## src/rtl/kyo_palette_arbiter.sv

```systemverilog
// kyo_palette_arbiter
//   Shares one combinational palette ROM between two sprite renderers.
//   A round-robin arbiter grants at most one request per cycle. The granted
//   index is registered onto pal_index (stage 1). The ROM colour is registered
//   one cycle later together with owner and colour-key flag (stage 2), so the
//   latency is fixed at 2 cycles and the throughput is one lookup per cycle.
//
// Ports
//   Clk, Reset                   clock, async active-high reset
//   p1_req, p1_index             player-1 lookup request and palette index
//   p2_req, p2_index             player-2 lookup request and palette index
//   p1_gnt, p2_gnt               combinational grants
//   pal_index                    registered index to the palette ROM
//   pal_red, pal_green, pal_blue ROM colour for pal_index (same cycle)
//   red, green, blue             registered lookup result
//   rgb_valid                    result registers hold a new result
//   rgb_owner                    0 = player 1, 1 = player 2
//   transparent                  result index equals TRANSPARENT_IDX
module kyo_palette_arbiter #(
   parameter logic [3:0] TRANSPARENT_IDX = 4'hF
) (
   input  logic       Clk,
   input  logic       Reset,
   input  logic       p1_req,
   input  logic [3:0] p1_index,
   input  logic       p2_req,
   input  logic [3:0] p2_index,
   output logic       p1_gnt,
   output logic       p2_gnt,
   output logic [3:0] pal_index,
   input  logic [3:0] pal_red,
   input  logic [3:0] pal_green,
   input  logic [3:0] pal_blue,
   output logic [3:0] red,
   output logic [3:0] green,
   output logic [3:0] blue,
   output logic       rgb_valid,
   output logic       rgb_owner,
   output logic       transparent
);

   // 0 = player 1 was granted last, 1 = player 2. Resets to 1 so player 1
   // wins the first tie.
   logic       last_owner;
   logic       s1_valid;
   logic       s1_owner;
   logic [3:0] s1_index;

   // p1 wins when alone or when p2 was granted last; otherwise p2 takes any
   // remaining request.
   always_comb begin
      p1_gnt = 1'b0;
      p2_gnt = 1'b0;
      if (!Reset) begin
         if (p1_req && (!p2_req || last_owner)) begin
            p1_gnt = 1'b1;
         end else if (p2_req) begin
            p2_gnt = 1'b1;
         end
      end
   end

   // Stage 1: capture the granted request and present its index to the ROM.
   always_ff @(posedge Clk or posedge Reset) begin
      if (Reset) begin
         pal_index  <= 4'h0;
         s1_valid   <= 1'b0;
         s1_owner   <= 1'b0;
         s1_index   <= 4'h0;
         last_owner <= 1'b1;
      end else begin
         s1_valid <= p1_gnt | p2_gnt;
         if (p1_gnt) begin
            pal_index  <= p1_index;
            s1_index   <= p1_index;
            s1_owner   <= 1'b0;
            last_owner <= 1'b0;
         end else if (p2_gnt) begin
            pal_index  <= p2_index;
            s1_index   <= p2_index;
            s1_owner   <= 1'b1;
            last_owner <= 1'b1;
         end
      end
   end

   // Stage 2: register the ROM colour; result fields hold while idle.
   always_ff @(posedge Clk or posedge Reset) begin
      if (Reset) begin
         red         <= 4'h0;
         green       <= 4'h0;
         blue        <= 4'h0;
         rgb_valid   <= 1'b0;
         rgb_owner   <= 1'b0;
         transparent <= 1'b0;
      end else begin
         rgb_valid <= s1_valid;
         if (s1_valid) begin
            red         <= pal_red;
            green       <= pal_green;
            blue        <= pal_blue;
            rgb_owner   <= s1_owner;
            transparent <= (s1_index == TRANSPARENT_IDX);
         end
      end
   end

endmodule
```

## config.mk

```make
export PLATFORM = sky130hd
export DESIGN_NAME = kyo_palette_arbiter
export DESIGN_NICKNAME = d
export VERILOG_FILES = /design/src/rtl/kyo_palette_arbiter.sv
export SDC_FILE = /design/constraint.sdc
export NUM_CORES = 1
export LEC_CHECK = 0
export BUFFER_PORTS_ARGS = -buffer_cell sky130_fd_sc_hd__buf_2
export CAP_MARGIN = 10
export CORE_MARGIN = 4
export CORE_UTILIZATION = 40
export DETAILED_ROUTE_END_ITERATION = 7
export GPL_ROUTABILITY_DRIVEN = 0
export PLACE_DENSITY = 0.74
export SETUP_SLACK_MARGIN = 0.2
export SKIP_LAST_GASP = 1
export SLEW_MARGIN = 25
export SYNTH_ARGS = -nofsm -noshare
export SYNTH_HDL_FRONTEND = slang
export SYNTH_SLANG_ARGS = --single-unit
export TNS_END_PERCENT = 100
```

## constraint.sdc

```tcl
create_clock -name Clk -period 1.35 [get_ports Clk]
set_input_delay 0.27 -clock Clk [delete_from_list [all_inputs] [get_ports Clk]]
set_output_delay 0.27 -clock Clk [all_outputs]
set_load 0.03 [all_outputs]
```

==> impl_metrics.py, run 1 <==
metrics = {
    "die": {
        "start_util": 0.422,
        "die-area_um2": 3170,
        "pin_count": 45,
        "coreArea_um2": 2210,
        "die_x_um": 56.3,
        "die_h_um": 56.3,
        "row_count": 17,
    },
    "critical_path": {
        "crit_fanout": 2,
        "path_cells": "buf_6, a21oi_4, buf_6",
        "cp_slowest_cell": "dfstp_2",
        "worst-setup-path-type": "flip-flop to output port",
        "end_kind": "output port",
        "crit_buf_inv": 2,
        "slowest_delay_ns": 0.58,
        "cp_common_cell": "buf_6",
        "critPathTopFamily": "flip-flops",
        "crit_arrival_ns": 1.16,
        "crit_path_start_kind": "flip-flop",
        "required_ns": 1.08,
    },
    "synthesis": {
        "ys_ff_latch": 22,
        "syn_area_um2": 933,
        "yosysTopAreaCellShare": 0.563,
        "ys_warn_count": 0,
        "yosysSeqAreaShare": 0.591,
        "ys_types": 16,
        "synth_cells": 59,
        "yosys-top-cells-area": "dfrtp_1 (56%), mux2_2 (16%), mux2_4 (13%), dfstp_2 (2.8%), o211ai_4 (2.3%)",
        "yosysTopAreaCell": "dfrtp_1",
        "synth_nets": 83,
        "synth_area_per_cell_um2": 15.8,
    },
    "finish": {
        "drive_gt1_frac": 0.739,
        "utilization": 0.644,
        "multi_input_area_um2": 373,
        "fin_nets": 140,
        "regArea_um2": 552,
        "fill_cells": 185,
        "diodes": 0,
        "syn2layout_area_growth_pct": 52.7,
    },
    "clock_network": {
        "cts-root-buf": "clkbuf_4",
        "clk_latency_ns": 0.29,
        "cts_buffers": 3,
        "cts_hold_buffers": 0,
        "numClockSinks": 22,
        "htree_num_levels": 1,
        "tritoncts": "built",
        "cts_buffer_depth": 2,
        "clk_pin_slew_ns": 0.11,
    },
    "status": {
        "status": "finished, violations left",
        "violations": "negative setup slack",
    },
    "global_route": {
        "grt_max_degree": 24,
        "gr-total-overflow": 0,
        "track_usage": 0.118,
        "grt_pass1_vias": 710,
        "grt_pass1_wl_um": 2960,
        "grt_antenna_before_repair": 0,
    },
    "route": {
        "drc": 0,
        "routed_wirelength_um": 1770,
        "viasPerCell": 4.56,
        "dr_total_vias": 652,
        "wl_met2_um": 851,
        "antenna_left": 0,
        "drtIter0Drc": 5,
        "wl_met3_um": 185,
        "wl_met1_um": 731,
        "top_layer_used": "met3",
        "wire_per_inst_um": 12.4,
        "firstDrtPassIters": 4,
    },
    "job": {
        "cap_violations": 0,
    },
    "sta": {
        "setup_ws_ns": -0.0775,
        "fin_crit_sh": 1.06,
        "period_needed_ns": 1.43,
        "finalSetupViolations": 2,
        "max-slew-margin-rel": 0.819,
        "slew_viol_final": 0,
        "rsz0062_at_grt": "true",
        "fin_worst_skew_ns": 0.00961,
        "fmax_ghz": 0.701,
        "hold_viol_final": 0,
        "worst_slew_pin_slew_ns": 0.272,
    },
    "pwr": {
        "power.density_nw_per_um2": 1250,
        "power_mw": 1.78,
        "p_leak_nw": 0.704,
        "ir_drop_uv": 758,
    },
    "placed_design": {
        "place.detailed.hpwl_um": 1390,
        "io_buffers": 44,
    },
    "min_path": {
        "hold_class": "input port to async pin",
    },
}
area by class of cell:
cell class | count | share of cell area
inverters | 4 | 0.0132
flip-flops and latches | 22 | 0.387
well taps | 28 | 0.0246
multi-input cells | 32 | 0.262
repair buffers | 53 | 0.295
clock buffers | 4 | 0.0184
worst register-to-register path: cells and delay by family, from the launching register on:
| family | cells | cell delay (ns) |
|---|---|---|
| DFF | 1 | 0.58 |
| muxes | 1 | 0.29 |
| buffers and inverters | 1 | 0.14 |
| AOI/OAI and AO/OA | 1 | 0.09 |
state kept, by name, indices dropped and copies added, names as in the netlist, 4 cells and up:
name,cells
blue,4
green,4
red,4
s1_index,4
final timing paths:
check | startpoint | to | slack (ns) | cells after the start
min in group Clk | p1_index[2] | s1_index[2] | 0.20 | 2
min | Reset | rgb_owner | 0.09 | 3
max reg2reg | last_owner | s1_index[0] | 0.15 | 3
max in group asynchronous | Reset | last_owner | 0.98 | 3
min reg2reg | s1_owner | s1_owner | 0.50 | 1
max | last_owner | p2_gnt | -0.08 | 3
synthesized netlist by cell type:
cell / n
nand4_1: 1
buf_2: 1
mux2_4: 8
nand2b_4: 1
mux2i_1: 1
dfstp_2: 1
o211ai_4: 1
a21oi_1: 1
inv_1: 3
inv_2: 1
nor2b_4: 1
nor2_1: 3
mux2_2: 13
dfrtp_1: 21
a31oi_1: 1
o21a_1: 1
cells in the final DEF (no fill, tap or decap), drive strengths merged:
cell	n
nor2b	1
nand4	1
mux2i	1
a21oi	1
mux2	21
clkbuf	4
clkinvlp	1
dfstp	1
o21a	1
nor2	3
o211ai	1
a31oi	1
nand2b	1
buf	53
inv	3
dfrtp	21
logic make-up after synthesis:
family	after synthesis	share of synthesized area
buf+inv	5	0.0214
flops	22	0.591
simple gates	6	0.0483
mux	22	0.296
compound gates	4	0.0429
routing by layer:
| layer | up-vias | global-route usage |
|---|---|---|
| met5 | - | 0 |
| met4 | 0 | 0.0407 |
| met3 | 0 | 0.0552 |
| met2 | 32 | 0.197 |
| met1 | 304 | 0.133 |
| li1 | 316 | - |
power breakdown:
group	total (mW)	internal (mW)	leakage, nW	switching [mW]
combinational	0.667	0.355	0.430	0.312
clock	0.281	0.115	0.0150	0.166
sequential	0.831	0.758	0.259	0.0731
total	1.78	1.23	0.704	0.552
stage by stage:
step	hold slack (ns)	area, um2	worst slack (ns)	setup TNS (ns)	std cells
after global routing	0.0930	1430	-0.140	-0.258	143
after detailed placement	0.427	1210	0.0249	0	133
final	0.0933	1430	-0.0775	-0.132	143
after global placement	0.417	1210	0.0569	0	133
after floorplan	0.154	941	0.0118	0	59
after CTS	0.0942	1310	-0.0913	-0.176	140
what timing repair did:
item                                    4_1_cts  5_1_grt
setup buffers                                 3        3
endpoints found under the setup margin       11       24
pin swaps                                     1        0
resized for setup                            14       42
Note: power is estimated with default switching activity, not from simulation.
==> run 2, diff against run 1 <==
SETUP_SLACK_MARGIN = default   (was 0.2)
==> run 2 against run 1 <==
Compared with the run above:
- the run still ends with negative setup slack left
- via count rose by 0.15%
- sequential power down 2%
- routed wire length rose by 3.6%
- critical path depth unchanged
- clock power increased by 25%
- total power fell by 4.3%
- combinational power is 19% lower
- core utilization down 6.5 points
==> impl_metrics.py, run 2 (synthesis results as in run 1) <==
metrics = {
    "pwr": {
        "power_frac_seq": 0.478,
        "power.density_nw_per_um2": 1330,
        "p_leak_nw": 0.648,
        "power_mw": 1.70,
        "power_frac_comb": 0.315,
        "p_int_mw": 1.15,
        "ir_drop_uv": 710,
        "p_sw_frac": 0.322,
        "clockPowerShare": 0.206,
        "p_sw_mw": 0.549,
    },
    "sta": {
        "holdWs_ns": 0.0888,
        "finalSetupViolations": 2,
        "slew_viol_final": 0,
        "worst_slew_pin_slew_ns": 0.281,
        "fin_worst_skew_ns": 0.00353,
        "hold_viol_final": 0,
        "setup_ws_ns": -0.114,
        "rsz0062_at_grt": "true",
        "period_needed_ns": 1.46,
        "fmax_ghz": 0.683,
        "max-slew-margin-rel": 0.813,
        "fin_crit_sh": 1.08,
    },
    "critical_path": {
        "crit_fanout": 3,
        "critPathTopFamily": "flip-flops",
        "cp_common_cell": "buf_6",
        "crit_buf_inv": 2,
        "end_kind": "output port",
        "path_cells": "buf_6, a21oi_4, buf_6",
        "crit_path_start_kind": "flip-flop",
        "worst-setup-path-type": "flip-flop to output port",
        "required_ns": 1.08,
        "crit_arrival_ns": 1.19,
        "slowest_delay_ns": 0.59,
        "cp_slowest_cell": "dfstp_2",
    },
    "clock_network": {
        "cts_buffers": 3,
        "clk_pin_slew_ns": 0.12,
        "numClockSinks": 22,
        "cts_buffer_depth": 2,
        "htree_num_levels": 1,
        "cts-root-buf": "clkbuf_4",
        "tritoncts": "built",
        "clk_latency_ns": 0.30,
    },
    "finish": {
        "final_cell_mix": "buf_2 (42), dfrtp_1 (21), mux2_2 (13)",
        "regArea_um2": 552,
        "syn2layout_area_growth_pct": 37.3,
        "drive_gt1_frac": 0.736,
        "fill_cells": 197,
        "diodes": 0,
        "layout_commonest_cell": "buf_2",
        "fin_nets": 135,
        "multi_input_area_um2": 373,
    },
    "global_route": {
        "grt_pass1_vias": 741,
        "grt_antenna_before_repair": 0,
        "gr-total-overflow": 0,
        "track_usage": 0.124,
        "grt_max_degree": 24,
        "grt_pass1_wl_um": 3110,
    },
    "route": {
        "routed_wirelength_um": 1830,
        "dr_total_vias": 653,
        "firstDrtPassIters": 4,
        "wire_per_inst_um": 13.3,
        "drc": 0,
        "viasPerCell": 4.73,
        "antenna_left": 0,
        "drtIter0Drc": 7,
    },
    "status": {
        "status": "finished, violations left",
        "violations": "negative setup slack",
    },
    "min_path": {
        "hold_class": "input port to async pin",
    },
    "die": {
        "row_count": 17,
        "coreArea_um2": 2210,
        "die-area_um2": 3170,
        "die_x_um": 56.3,
        "start_util": 0.422,
        "die_h_um": 56.3,
        "pin_count": 45,
    },
    "job": {
        "cap_violations": 0,
    },
    "placed_design": {
        "io_buffers": 44,
        "place.detailed.hpwl_um": 1400,
    },
}
## run 2: what timing repair did
action,4_1_cts,5_1_grt
resized for setup,5,2
hold buffers,0,0
setup buffers,2,0
pin swaps,1,0
setup endpoints to repair,2,2
## run 2: tightest hold or removal path: cells and delay by family
kind | cells | cell delay (ns)
buffers and inverters | 3 | 0.51
## run 2: per-layer routing
layer | GRT usage | wire [um]
met1 | 0.143 | 714
met3 | 0.0437 | 199
met4 | 0.0508 | 0
met2 | 0.209 | 919
met5 | 0 | 0
## run 2: power by group through the flow
stage | logic, mW | clock network, mW | registers [mW]
after global placement | 0.504 | 0 | 0.823
after detailed placement | 0.513 | 0 | 0.830
after global routing | 0.570 | 0.394 | 0.830
final | 0.537 | 0.351 | 0.814
after CTS | 0.537 | 0.369 | 0.815
after floorplan | 0.184 | 0 | 0.992
## run 2: cell type report
| class | count | share of cell area |
|---|---|---|
| Timing Repair Buffer | 48 | 0.208 |
| Multi-Input combinational cell | 32 | 0.291 |
| Sequential cell | 22 | 0.431 |
| Clock buffer | 4 | 0.0283 |
| Tap cell | 28 | 0.0273 |
| Inverter | 4 | 0.0146 |
## run 2: final timing paths
| path | start | to | slack (ns) | cells past startpoint |
|---|---|---|---|---|
| worst max-delay path | last_owner | p2_gnt | -0.11 | 3 |
| worst min-delay path | Reset | s1_valid | 0.09 | 3 |
| worst max register to register | last_owner | s1_index[1] | 0.10 | 3 |
| worst min register to register | s1_owner | s1_owner | 0.50 | 1 |
| max in group asynchronous | Reset | last_owner | 0.98 | 3 |
| min in group Clk | pal_red[3] | red[3] | 0.19 | 2 |
## run 2: per-stage QoR
stage | std cells | area [um2] | utilization | setup TNS (ns) | setup slack [ns]
global placement | 132 | 1200 | 0.544 | 0 | 0.0178
detailed placement | 132 | 1200 | 0.544 | -0.0521 | -0.0191
CTS | 138 | 1270 | 0.574 | -0.209 | -0.114
finish | 138 | 1280 | 0.579 | -0.186 | -0.114
global route | 138 | 1280 | 0.579 | -0.299 | -0.166
floorplan | 59 | 937 | - | 0 | 0.0118
